**config.mk**
```make
export PLATFORM = sky130hd
export DESIGN_NAME = ms_arbiter
export DESIGN_NICKNAME = d
export VERILOG_FILES = /design/src/rtl/ms_arbiter.sv
export SDC_FILE = /design/constraint.sdc
export NUM_CORES = 1
export LEC_CHECK = 0
export BUFFER_PORTS_ARGS = -buffer_cell sky130_fd_sc_hd__clkbuf_2
export CORE_MARGIN = 5
export CORE_UTILIZATION = 52
export CTS_CLUSTER_DIAMETER = 40
export CTS_CLUSTER_SIZE = 25
export DETAILED_ROUTE_END_ITERATION = 16
export HOLD_SLACK_MARGIN = 0.08
export PLACE_DENSITY = 0.86
export SYNTH_ARGS = -nofsm -noshare
export SYNTH_HDL_FRONTEND = slang
export SYNTH_SLANG_ARGS = --single-unit
```
**constraint.sdc**
```tcl
create_clock -name w_CLK -period 4.24 [get_ports w_CLK]
set_input_delay 0.636 -clock w_CLK [delete_from_list [all_inputs] [get_ports w_CLK]]
set_output_delay 0.636 -clock w_CLK [all_outputs]
set_load 0.05 [all_outputs]
```
**src/rtl/ms_arbiter.sv**
```systemverilog
// ms_arbiter -- three-requester main store arbiter.
//
// Arbitrates between the machine (M), typewriter manual entry (T) and the
// display refresh scanner (D) for one main store access at a time. Each
// granted access lasts ACCESS_CYCLES cycles, followed by one RELEASE cycle
// and one IDLE cycle before the next arbitration. Fixed priority M > T > D.
//
// Optional feature (compile-time macro MS_ARB_STARVE_GUARD_EN):
//   when defined, a starve counter forces a D grant once STARVE_LIMIT
//   consecutive M/T grants have been issued while D was waiting. When
//   undefined, priority is strictly M > T > D and no starve logic exists.
//
// Ports:
//   w_CLK                          system clock, rising edge
//   w_RST                          synchronous active-high reset
//   w_REQ_M / w_REQ_T / w_REQ_D    requests
//   b_ADDR_M / b_ADDR_T / b_ADDR_D requested line addresses
//   w_WR_M / w_WR_T                write flags (D always reads)
//   b_GNT                          one-hot grant {D, T, M}
//   b_MS_ADDR                      main store address
//   w_MS_EN                        main store access enable
//   w_MS_WR                        main store write qualifier
//   w_DONE                         pulse on the last cycle of a completed access

module ms_arbiter #(
  parameter int ADDR_BITS     = 10,
  parameter int ACCESS_CYCLES = 9,
  parameter int STARVE_LIMIT  = 4
) (
  input  logic                 w_CLK,
  input  logic                 w_RST,
  input  logic                 w_REQ_M,
  input  logic                 w_REQ_T,
  input  logic                 w_REQ_D,
  input  logic [ADDR_BITS-1:0] b_ADDR_M,
  input  logic [ADDR_BITS-1:0] b_ADDR_T,
  input  logic [ADDR_BITS-1:0] b_ADDR_D,
  input  logic                 w_WR_M,
  input  logic                 w_WR_T,
  output logic [2:0]           b_GNT,
  output logic [ADDR_BITS-1:0] b_MS_ADDR,
  output logic                 w_MS_EN,
  output logic                 w_MS_WR,
  output logic                 w_DONE
);

  typedef enum logic [1:0] {
    ST_IDLE    = 2'd0,
    ST_GRANT   = 2'd1,
    ST_RELEASE = 2'd2
  } state_e;

  localparam logic [2:0] GNT_M    = 3'b001;
  localparam logic [2:0] GNT_T    = 3'b010;
  localparam logic [2:0] GNT_D    = 3'b100;
  localparam logic [7:0] CNT_LOAD = 8'(ACCESS_CYCLES - 1);

  generate
    if (ACCESS_CYCLES < 2 || ACCESS_CYCLES > 255) begin : g_bad_access_cycles
      $error("ms_arbiter: ACCESS_CYCLES must be in 2..255");
    end
    if (STARVE_LIMIT < 1 || STARVE_LIMIT > 255) begin : g_bad_starve_limit
      $error("ms_arbiter: STARVE_LIMIT must be in 1..255");
    end
  endgenerate

  state_e               state_q, state_d;
  logic [7:0]           cnt_q, cnt_d;
  logic [2:0]           gnt_q, gnt_d;
  logic [ADDR_BITS-1:0] addr_q, addr_d;
  logic                 wr_q, wr_d;

  logic                 any_req;
  logic                 starve_hit;
  logic                 owner_req;
  logic [2:0]           win_gnt;
  logic [ADDR_BITS-1:0] win_addr;
  logic                 win_wr;

  assign any_req = w_REQ_M | w_REQ_T | w_REQ_D;

`ifdef MS_ARB_STARVE_GUARD_EN
  localparam logic [7:0] STARVE_MAX = 8'(STARVE_LIMIT);

  logic [7:0] starve_q, starve_d;

  // The counter never passes STARVE_MAX: reaching it forces the next grant to D.
  assign starve_hit = w_REQ_D && (starve_q >= STARVE_MAX);

  always_comb begin
    starve_d = starve_q;
    if (!w_REQ_D) begin
      starve_d = '0;
    end else if (state_q == ST_IDLE) begin
      // D is requesting, so a grant is being issued this cycle.
      if (win_gnt == GNT_D) starve_d = '0;
      else if (starve_q != 8'hFF) starve_d = starve_q + 8'd1;
    end
  end

  always_ff @(posedge w_CLK) begin
    if (w_RST) starve_q <= '0;
    else       starve_q <= starve_d;
  end
`else
  assign starve_hit = 1'b0;
`endif

  // Winner selection for the arbitration made in IDLE.
  always_comb begin
    win_gnt  = '0;
    win_addr = '0;
    win_wr   = 1'b0;
    if (starve_hit) begin
      win_gnt  = GNT_D;
      win_addr = b_ADDR_D;
    end else if (w_REQ_M) begin
      win_gnt  = GNT_M;
      win_addr = b_ADDR_M;
      win_wr   = w_WR_M;
    end else if (w_REQ_T) begin
      win_gnt  = GNT_T;
      win_addr = b_ADDR_T;
      win_wr   = w_WR_T;
    end else if (w_REQ_D) begin
      win_gnt  = GNT_D;
      win_addr = b_ADDR_D;
    end
  end

  // Live request of whoever currently owns the store; a drop aborts the access.
  always_comb begin
    case (gnt_q)
      GNT_M:   owner_req = w_REQ_M;
      GNT_T:   owner_req = w_REQ_T;
      GNT_D:   owner_req = w_REQ_D;
      default: owner_req = 1'b0;
    endcase
  end

  // NOTE: every signal written here gets a default first; a path that leaves
  // one unassigned would infer a latch.
  always_comb begin
    state_d   = state_q;
    cnt_d     = cnt_q;
    gnt_d     = gnt_q;
    addr_d    = addr_q;
    wr_d      = wr_q;
    b_GNT     = '0;
    b_MS_ADDR = '0;
    w_MS_EN   = 1'b0;
    w_MS_WR   = 1'b0;
    w_DONE    = 1'b0;

    case (state_q)
      ST_IDLE: begin
        if (any_req) begin
          state_d = ST_GRANT;
          cnt_d   = CNT_LOAD;
          gnt_d   = win_gnt;
          addr_d  = win_addr;
          wr_d    = win_wr;
        end
      end
      ST_GRANT: begin
        b_GNT     = gnt_q;
        b_MS_ADDR = addr_q;
        w_MS_EN   = 1'b1;
        w_MS_WR   = wr_q & owner_req;
        if (!owner_req) begin
          state_d = ST_RELEASE;
        end else if (cnt_q == 8'd0) begin
          // A reset landing on the final cycle aborts, so no completion pulse.
          w_DONE  = ~w_RST;
          state_d = ST_RELEASE;
        end else begin
          cnt_d = cnt_q - 8'd1;
        end
      end
      ST_RELEASE: begin
        state_d = ST_IDLE;
        gnt_d   = '0;
      end
      default: state_d = ST_IDLE;
    endcase
  end

  // NOTE: sequential state uses non-blocking assignments so every register
  // samples the pre-edge values regardless of statement order.
  always_ff @(posedge w_CLK) begin
    if (w_RST) begin
      state_q <= ST_IDLE;
      cnt_q   <= '0;
      gnt_q   <= '0;
      addr_q  <= '0;
      wr_q    <= 1'b0;
    end else begin
      state_q <= state_d;
      cnt_q   <= cnt_d;
      gnt_q   <= gnt_d;
      addr_q  <= addr_d;
      wr_q    <= wr_d;
    end
  end

endmodule

```
# [After elaboration in Yosys (flattened, before gate mapping)]
# Index checks and enable logic that the tools add are counted.
[op_classes] add_sub_neg=1 mul=0 n_div=0 n_lt_le_gt_ge=0 eq_ne=9 shifts=0 mux=26 bitwise=4 reduce_logical=8
[ops] operator="two-way mux 10 bit" n=4
[ops] operator="two-way mux 8 bit" n=3
[ops] operator="case mux 8 bit (2 select lines)" n=1
[ops] operator="two-way mux 3 bit" n=5
[ops] operator="logical NOT 8 bit" n=1
[ops] operator="subtractor 8 x 1 -> 8 bit (second input constant)" n=1
[ops] operator="two-way mux 1 bit" n=7
[ops] operator="two-way mux 2 bit" n=3
[ops] operator="!= test 2 bit (second input constant)" n=3
[ops] operator="case mux 3 bit (2 select lines)" n=1
[ops] operator="AND reduction 2 bit" n=3
[ops] operator="case mux 2 bit (2 select lines)" n=1
[ops] operator="AND reduction 4 bit" n=1
[ops] operator="nonzero test 2 bit" n=2
[ops] operator="equality test 3 x 1 -> 1 bit (second input constant)" n=1
[ops] operator="equality test 3 x 2 -> 1 bit (second input constant)" n=1
[ops] operator="equality test 3 bit (second input constant)" n=1
[ops] operator="!= test 3 bit (second input constant)" n=1
[ops] operator="case mux 1 bit (3 select lines)" n=1
[ops] operator="equality test 2 x 1 -> 1 bit (second input constant)" n=1
[ops] operator="equality test 2 bit (second input constant)" n=1
[ops] operator="logical NOT 2 bit" n=1
[ops] operator="bitwise OR 1 bit" n=2
[ops] operator="bitwise AND 1 bit" n=1
[ops] operator="NOT 1 bit" n=1
[word_totals] reg_bits=24 latchBits=0 mem_bits_rw=0 romBits=0 out_inout_bits=16 wordCells=53 memories=0

# [Logic depth before layout (Yosys ltp)]
# Gate-level depths: netlist of the first run.
[depth] word_depth=5 depth_mapped=6 mapped_depth_nobuf=5

# [Least setup slack after synthesis of the first run]
# Ideal clock, no wire load.
[synth_timing] kind="input -> output" start="input port w_REQ_M" end="output port w_DONE" t_arrival_ps=2222 required_time_ps=3604 setup_slack_ps=1382 path_stages=4 n_path_buf=1 cell_sequence="buf_2 nand4bb_1 and3_4 nor3_1"
[synth_via] elab_chain_cells=3
[synth_lines] item="from (decl)" line="32" text="input logic w_REQ_M,"
[synth_lines] item="case mux 1 bit (3 select lines)" line="133" text="case (gnt_q)"
[synth_lines] item="two-way mux 1 bit" line="170" text="if (!owner_req) begin"
[synth_lines] item="two-way mux 1 bit" line="155" text="case (state_q)"
[synth_lines] item="to (decl)" line="44" text="output logic w_DONE"
# No other way between the ends.

# [Worst setup path after layout of the first run]
# Ends and elaborated chain as after synthesis.

==> results_dict.tcl, run 1 <==
set metrics [dict create \
    synth_area_leaders "dfxtp_1, a221oi_1, a21oi_1" \
    top_layer "met4" \
    cp_slowest_cell "clkbuf_2" \
    diodes 0 \
    vias_per_cell 5.732 \
    synthToLayoutAreaGrowth_pct 19.34 \
    gp_congestion 0.8356 \
    cp_cell_sequence "clkbuf_2 -> nand4bb_1 -> and3_4 -> nor3_1 -> clkbuf_2" \
    cts_buffers 3 \
    crit_top_cell "clkbuf_2" \
    rows 19 \
    relSlewSlack_pct 57.12 \
    grt_pass1_vias 1365 \
    port_buffers 52 \
    drt_first_pass_iters 4 \
    cts-root-buf "clkbuf_4" \
    worstMarginPinSlew_ns 0.6418 \
    slew_viol_final 0 \
    ctsResizeCount 0 \
    wl_met2_mm 1.602 \
    worst_ep_required_time_ns 3.60 \
    fmax_mhz 375.6 \
    postSynthCellCount 181 \
    path_clk_slew_ns 0.13 \
    internal-power_mw 0.4161 \
    pin_count 53 \
    antenna_found_initial 0 \
    ys_async_sr_fraction_pct 0 \
    drt.antenna.violating_nets 0 \
    die-area_um2 3899 \
    seqPwrFrac_pct 40.0 \
    ir_drop_v 0.0002435 \
    cts_sinks 24 \
    drive_above_1_share_pct 26.99 \
    drc 0 \
    yosysUniqueCellTypes 43 \
    p_leak_nw 0.7905 \
    synth.avg_cell_area_um2 7.901 \
    initial_core_util_pct 53.24 \
    seq_area_frac_synth_pct 33.60 \
    cts_hold_buf 0 \
    synth_nets 220 \
    fin_ws_ns 1.578 \
    endpoint_kind "primary output" \
    drv_cap 0 \
    ys_warn_count 0 \
    yosys-top-cells-count "dfxtp_1, a21oi_1, inv_1" \
    p_per_area_nw_per_um2 435.0 \
    final_min_period_over_clock_period_pct 62.79 \
    netlist.top_cell.by_area "dfxtp_1" \
    cts_tree "built" \
    grt-ovfl-total 0 \
    post_cts_buffers 0 \
    yosys.area.top_type_share_pct 33.60 \
    rsz0062_at_grt "false" \
    finalClockSkew_ns 0.01153 \
    fillCellCount 239 \
    place_area_um2 1684 \
    final_area_um2 1707 \
    dr_wl_met3_um 209 \
    die_height_um 62.44 \
    fin_crit_ns 2.662 \
    finalHoldViolCount 0 \
    switching_share_pct 43.95 \
    holdCritPathClass "reg2reg" \
    htreeDepth 1 \
    grt_max_degree 28 \
    max_stage_delay_ns 0.39 \
    setup_violations 0 \
    drt_first_iter_violations 66 \
    cts.path.max_buffers 2 \
    ys_seq_elements 24 \
    crit_path_start_kind "input pin" \
    vias 1473 \
    fp.dieW_um 62.44 \
    num-nets-final 267 \
    tns_ns 0 \
    wl_per_cell_um 13.35 \
    crit_path_max_fanout 27 \
    utilization_pct 63.53 \
    insertion_delay_ns 0.31 \
    drt_wl_total_mm 3.430 \
    status "finished clean" \
    switching_power_mw 0.3262 \
    clockPowerShare_pct 13.2 \
    combPwrFrac_pct 46.8 \
    whs_ns 0.4599 \
    core-area_um2 2686 \
    synth_edf_count 0 \
    synth_most_common_cell "dfxtp_1" \
    cp.arrival_ns 2.03 \
    dp_slack_ns 1.603 \
    synthFlopType "dfxtp_1" \
    wl_met1_mm 1.598 \
    hpwl_mm 2.534 \
    path_class "in2out" \
    synth_area_um2 1430 \
    grt_usage_pct 17.93 \
    grt_pass1_wl_mm 6.023 \
]
-- registers in the layout, summed over array words and instances (netlist names) --
name     cells
addr_q      10
gnt_q        3
state_q      2
cnt_q        8
wr_q         1
-- per-layer routing --
layer  GRT usage, %  up-vias
li1               -      757
met3          3.777        2
met4          2.918        0
met2          29.40       49
met1          24.50      665
met5              0        -
-- kinds of logic (layout without fill, tap and decap cells) --
| logic type | after synthesis | count (layout) | synth area share (%) |
|---|---|---|---|
| AO/OA/AOI/OAI | 57 | 57 | 28.61 |
| adder cells (fa/ha/maj) | 2 | 2 | 1.750 |
| buffers and inverters | 28 | 73 | 7.873 |
| flip-flops | 24 | 24 | 33.60 |
| multiplexers | 1 | 1 | 0.6999 |
| AND/OR/NAND/NOR | 69 | 69 | 27.47 |
-- path summary, 6_finish.rpt --
check / start / end / slack [ns] / cells after the start
max reg2reg: state_q[1]$_SDFFE_PP0P_ / cnt_q[5]$_SDFFE_PP0P_ / 2.59 / 4
min: addr_q[7]$_SDFFE_PP0P_ / addr_q[7]$_SDFFE_PP0P_ / 0.46 / 2
min reg2reg: addr_q[7]$_SDFFE_PP0P_ / addr_q[7]$_SDFFE_PP0P_ / 0.46 / 2
max: w_REQ_M / w_DONE / 1.58 / 5
-- area by class of cell --
| type | instances | area, µm² | share of cell area, % |
|---|---|---|---|
| Tap cell | 31 | 38.79 | 2.273 |
| Inverter | 18 | 67.56 | 3.959 |
| Sequential cell | 24 | 480.5 | 28.15 |
| Multi-Input combinational cell | 129 | 837.1 | 49.05 |
| Timing Repair Buffer | 52 | 260.3 | 15.25 |
| Clock buffer | 3 | 22.52 | 1.320 |
-- metrics by stage --
stage               total power [mW]  std cells
floorplan                     0.5709        181
global placement              0.6475        254
detailed placement            0.6469        254
CTS                           0.7461        257
global route                  0.8079        257
finish                        0.7423        257
-- power by group through the flow --
stage	Clock (mW)	Sequential [mW]	Combinational, mW
floorplan	0	0.293	0.278
global placement	0	0.301	0.347
detailed placement	0	0.302	0.345
CTS	0.102	0.297	0.348
global route	0.113	0.303	0.392
finish	0.0983	0.297	0.347
-- worst max-delay path: cells and delay by family --
family	cells	cell delay [ns]
buffers and inverters	2	0.71
AND/OR/NAND/NOR	3	0.68
-- cells in the final DEF, fill, tap and decap left out, types with 3 or more instances in the layout --
cell type  instances
a211o_1           10
a21oi_1           19
a221oi_1          11
and2_1            14
clkbuf_2          52
clkbuf_4           3
dfxtp_1           24
inv_1             17
nand2_1           15
nand3_1            5
nand4bb_1          3
nor2_1             6
nor2b_1            3
nor3_1             6
or3_1              3
Power figures use the tool's default switching activity.
==> inputs of run 2 (changes only) <==
- CORE_UTILIZATION: 52 -> 44
- PLACE_DENSITY: 0.86 -> 0.77
- clock period: 4.24 -> 2.2 ns (I/O delays scaled with it)
==> run 2 against run 1 <==
Sequential power grew 93%. Sequential cell count stayed put. Wire length rose by 9.2%. Final area grew 3.0%. Sequential share of layout area down 0.82 points. Critical path type is now reg2out.
==> results_dict.tcl, run 2 (same netlist as run 1, synthesis figures left out) <==
set metrics [dict create \
    grt_pass1_wl_mm 6.437 \
    dp_cells 271 \
    drc 0 \
    cts.path.max_buffers 2 \
    ctsResizeCount 0 \
    final_min_period_over_clock_period_pct 93.42 \
    place_area_um2 1735 \
    r2r-start "state_q[1]$_SDFFE_PP0P_" \
    initial_core_util_pct 46.46 \
    regMostFlops "addr_q" \
    cts-root-buf "clkbuf_4" \
    layout_commonest_cell "clkbuf_2" \
    fp.dieW_um 67.01 \
    critPathTopFamily "simple AND/OR/NAND/NOR gates" \
    drt_wl_total_mm 3.744 \
    cts_tree "built" \
    tns_ns 0 \
    post_cts_buffers 0 \
    rsz0062_at_grt "false" \
    core-area_um2 3078 \
    status "finished clean" \
    antenna_found_initial 0 \
    largest_register_ffs 10 \
    r2r_cells 4 \
    slew_viol_final 0 \
    p_total_mw 1.467 \
    crit_buf_inv 1 \
    port_buffers 52 \
    r2r_slack_ns 0.56 \
    cp.arrival_ns 1.73 \
    rows 20 \
    path_clk_slew_ns 0.13 \
    path_class "reg2out" \
    grt_usage_pct 18.22 \
    drive_above_1_share_pct 28.70 \
    vias 1505 \
    pin_count 53 \
    final_cells 274 \
    wl_per_cell_um 13.66 \
    hpwl_mm 2.828 \
    grt_pass1_vias 1458 \
    drt_first_pass_iters 4 \
    largestRegisters "addr_q: 10 flops, cnt_q: 8 flops, gnt_q: 3 flops" \
    htreeDepth 1 \
    final_area_um2 1758 \
    final_cell_mix "clkbuf_2, dfxtp_1, a21oi_1" \
    grt_max_degree 25 \
    gp_congestion 0.8246 \
    cts_hold_buf 0 \
    num-nets-final 271 \
    worst_ep_required_time_ns 1.87 \
    whs_ns 0.3067 \
    p_per_area_nw_per_um2 834.6 \
    vias_per_cell 5.493 \
    die-area_um2 4490 \
    finalHoldViolCount 0 \
    p_leak_nw 0.8102 \
    die_height_um 67.01 \
    ir_drop_v 0.0003758 \
    fin_ws_ns 0.1448 \
    cts_sinks 24 \
    diodes 0 \
    utilization_pct 57.11 \
    drt.antenna.violating_nets 0 \
    min_to "gnt_q[0]$_SDFFE_PP0P_" \
    drt_first_iter_violations 70 \
    crit_path_start_kind "flip-flop" \
    setup_violations 0 \
    fin_crit_ns 2.055 \
    worstMarginPinSlew_ns 0.6017 \
    max_stage_delay_ns 0.50 \
    relSlewSlack_pct 59.80 \
    cts_buffers 3 \
    timing.rr.end "cnt_q[2]$_SDFFE_PP0P_" \
    crit_path_max_fanout 7 \
    synthToLayoutAreaGrowth_pct 22.92 \
    fmax_mhz 486.6 \
    cp_cell_sequence "or3b_1 -> nor3_2 -> clkbuf_2" \
    grt-ovfl-total 0 \
    insertion_delay_ns 0.31 \
    cp_slowest_cell "or3b_1" \
    dp_slack_ns 0.4744 \
    finalClockSkew_ns 0.002589 \
    hold_start "w_REQ_M" \
    min_path_cells 3 \
    holdCritPathClass "in2reg" \
    drv_cap 0 \
    endpoint_kind "primary output" \
]
[run 2: changes by cell type in the layout (fill, tap and decap cells not counted)]
cell    change
buf_4       +4
nor3_1      -1
nor3_2      +1
[run 2: final cells by class]
cell class / count / area, µm²
fill: 305 / 1320
timing repair buffer: 56 / 290.3
tap: 44 / 55.05
sequential: 24 / 480.5
clock buffer: 3 / 22.52
multi-input combinational: 129 / 842.1
inverter: 18 / 67.56
[run 2: how the worst max path moves through the flow]
stage,startpoint,endpoint,slack [ns],cells past startpoint
3_5_place_dp,w_REQ_T,addr_q[4]$_SDFFE_PP0P_,0.47,6
3_3_place_gp,state_q[0]$_SDFFE_PP0P_,w_DONE,0.49,3
6_report,state_q[0]$_SDFFE_PP0P_,w_DONE,0.14,3
4_1_cts,state_q[0]$_SDFFE_PP0P_,w_DONE,0.14,3
2_1_floorplan,state_q[1]$_SDFFE_PP0P_,b_GNT[0],0.10,4
5_1_grt,state_q[0]$_SDFFE_PP0P_,b_MS_ADDR[2],0.03,4
[run 2: tightest hold or removal path, stage by stage]
cell,delay (ns)
clkbuf_2,0.13
nand2_1,0.07
a21oi_1,0.05
[run 2: report_power, final]
part	switching [mW]	internal, mW
logic	0.455	0.243
clock network	0.131	0.0640
registers	0.0626	0.511
total	0.649	0.818
[run 2: routing by layer]
metal	share of wire, %	track usage, %	up-vias
li1	-	-	765
met4	0.40	5.063	0
met2	47	29.57	49
met3	5.8	3.879	2
met5	0	0	-
met1	47	24.06	689
==> inputs of run 3 (changes only) <==
- RECOVER_POWER: unset -> 100
==> run 3 against run 2 <==
Clock-buffer cell count unchanged. Largest power group unchanged. Combinational power barely moved. Critical path type unchanged. Highest routed layer unchanged. Final area shrank 0.43%.
==> results_dict.tcl, run 3 (same netlist as run 1, synthesis figures left out) <==
set metrics [dict create \
    status "finished clean" \
    crit_path_max_fanout 7 \
    drv_cap 0 \
    setup_violations 0 \
    num-nets-final 271 \
    pin_count 53 \
    finalHoldViolCount 0 \
    relSlewSlack_pct 59.05 \
    path_clk_slew_ns 0.13 \
    final_min_period_over_clock_period_pct 94.85 \
    fillCellCount 307 \
    cp.arrival_ns 1.76 \
    core-area_um2 3078 \
    r2r_slack_ns 0.47 \
    largest_register_ffs 10 \
    grt_max_degree 25 \
    rsz0062_at_grt "false" \
    regMostFlops "addr_q" \
    cts_hold_buf 0 \
    final_cell_mix "clkbuf_2, dfxtp_1, a21oi_1" \
    port_buffers 52 \
    crit_start "state_q[0]$_SDFFE_PP0P_" \
    antenna_found_initial 0 \
    worstMarginPinSlew_ns 0.6130 \
    cts_tree "built" \
    timing.rr.end "addr_q[1]$_SDFFE_PP0P_" \
    cts.path.max_buffers 2 \
    drt_first_iter_violations 70 \
    layout_commonest_cell "clkbuf_2" \
    rows 20 \
    tns_ns 0 \
    vias 1515 \
    cts-root-buf "clkbuf_4" \
    holdCritPathClass "in2reg" \
    hpwl_mm 2.828 \
    fin_crit_ns 2.087 \
    finalClockSkew_ns 0.004158 \
    grt_usage_pct 18.22 \
    gp_congestion 0.8246 \
    post_cts_buffers 0 \
    r2r-start "state_q[0]$_SDFFE_PP0P_" \
    p_per_area_nw_per_um2 835.5 \
    fmax_mhz 479.2 \
    die_height_um 67.01 \
    htreeDepth 1 \
    p_leak_nw 0.7996 \
    crit_path_start_kind "flip-flop" \
    utilization_pct 56.87 \
    drt.antenna.violating_nets 0 \
    drive_above_1_share_pct 27.83 \
    ctsResizeCount 0 \
    drt_wl_total_mm 3.780 \
    grt_pass1_wl_mm 6.437 \
    cts_sinks 24 \
    endpoint_kind "primary output" \
    ir_drop_v 0.0003747 \
    wl_per_cell_um 13.80 \
    grt-ovfl-total 0 \
    synthToLayoutAreaGrowth_pct 22.40 \
    fp.dieW_um 67.01 \
    drc 0 \
    grt_pass1_vias 1458 \
    endpoint "w_DONE" \
    diodes 0 \
    r2r_cells 4 \
    slew_viol_final 0 \
    path_class "reg2out" \
    cts_buffers 3 \
    insertion_delay_ns 0.31 \
    drt_first_pass_iters 4 \
    die-area_um2 4490 \
    initial_core_util_pct 46.46 \
    largestRegisters "addr_q: 10 flops, cnt_q: 8 flops, gnt_q: 3 flops" \
    vias_per_cell 5.529 \
    worst_ep_required_time_ns 1.87 \
]
run 3: area by class of cell:
type | instances | area (µm²) | area share [%]
clock buffer | 3 | 22.52 | 1.287
sequential | 24 | 480.5 | 27.45
timing repair buffer | 56 | 290.3 | 16.58
tap | 44 | 55.05 | 3.145
multi-input combinational | 129 | 834.6 | 47.68
inverter | 18 | 67.56 | 3.860
run 3: worst min-delay path by stage:
stage,from,endpoint,cells after the start
final,w_REQ_M,gnt_q[0]$_SDFFE_PP0P_,3
after global routing,w_REQ_M,gnt_q[0]$_SDFFE_PP0P_,3
after CTS,w_REQ_M,gnt_q[0]$_SDFFE_PP0P_,3
after detailed placement,addr_q[3]$_SDFFE_PP0P_,addr_q[3]$_SDFFE_PP0P_,2
after global placement,addr_q[7]$_SDFFE_PP0P_,addr_q[7]$_SDFFE_PP0P_,2
after floorplan,addr_q[0]$_SDFFE_PP0P_,addr_q[0]$_SDFFE_PP0P_,2
run 3: per-layer routing:
layer	part of all wire, %	up-vias	GRT usage [%]
li1	-	765	-
met1	47	692	24.06
met2	46	56	29.57
met3	6.3	2	3.879
met4	0.40	0	5.063
met5	0	-	0
run 3: power breakdown:
part           internal [mW]  switching, mW  leakage [nW]  total [mW]
clock                 0.0640          0.131        0.0138       0.195
sequential             0.511         0.0622         0.197       0.573
combinational          0.239          0.455         0.589       0.695
total                  0.814          0.648         0.800        1.46
run 3: critical path: stages, from the launching register on:
cell and delay (ns):
dfxtp_1 0.45, or3b_1 0.49, nor3_1 0.20, clkbuf_2 0.31
run 3: metrics by stage:
stage          std cells  total power [mW]  hold WS (ns)  setup WS [ns]  cell area (µm²)
6_report             274             1.463        0.3065         0.1133             1750
4_1_cts              274             1.474        0.2938         0.1382             1758
3_5_place_dp         271             1.276        0.4418         0.4744             1735
3_3_place_gp         271             1.272        0.4373         0.4852             1735
5_1_grt              274             1.572        0.3088        0.02909             1750
2_1_floorplan        181             1.103        0.4317         0.1030             1435
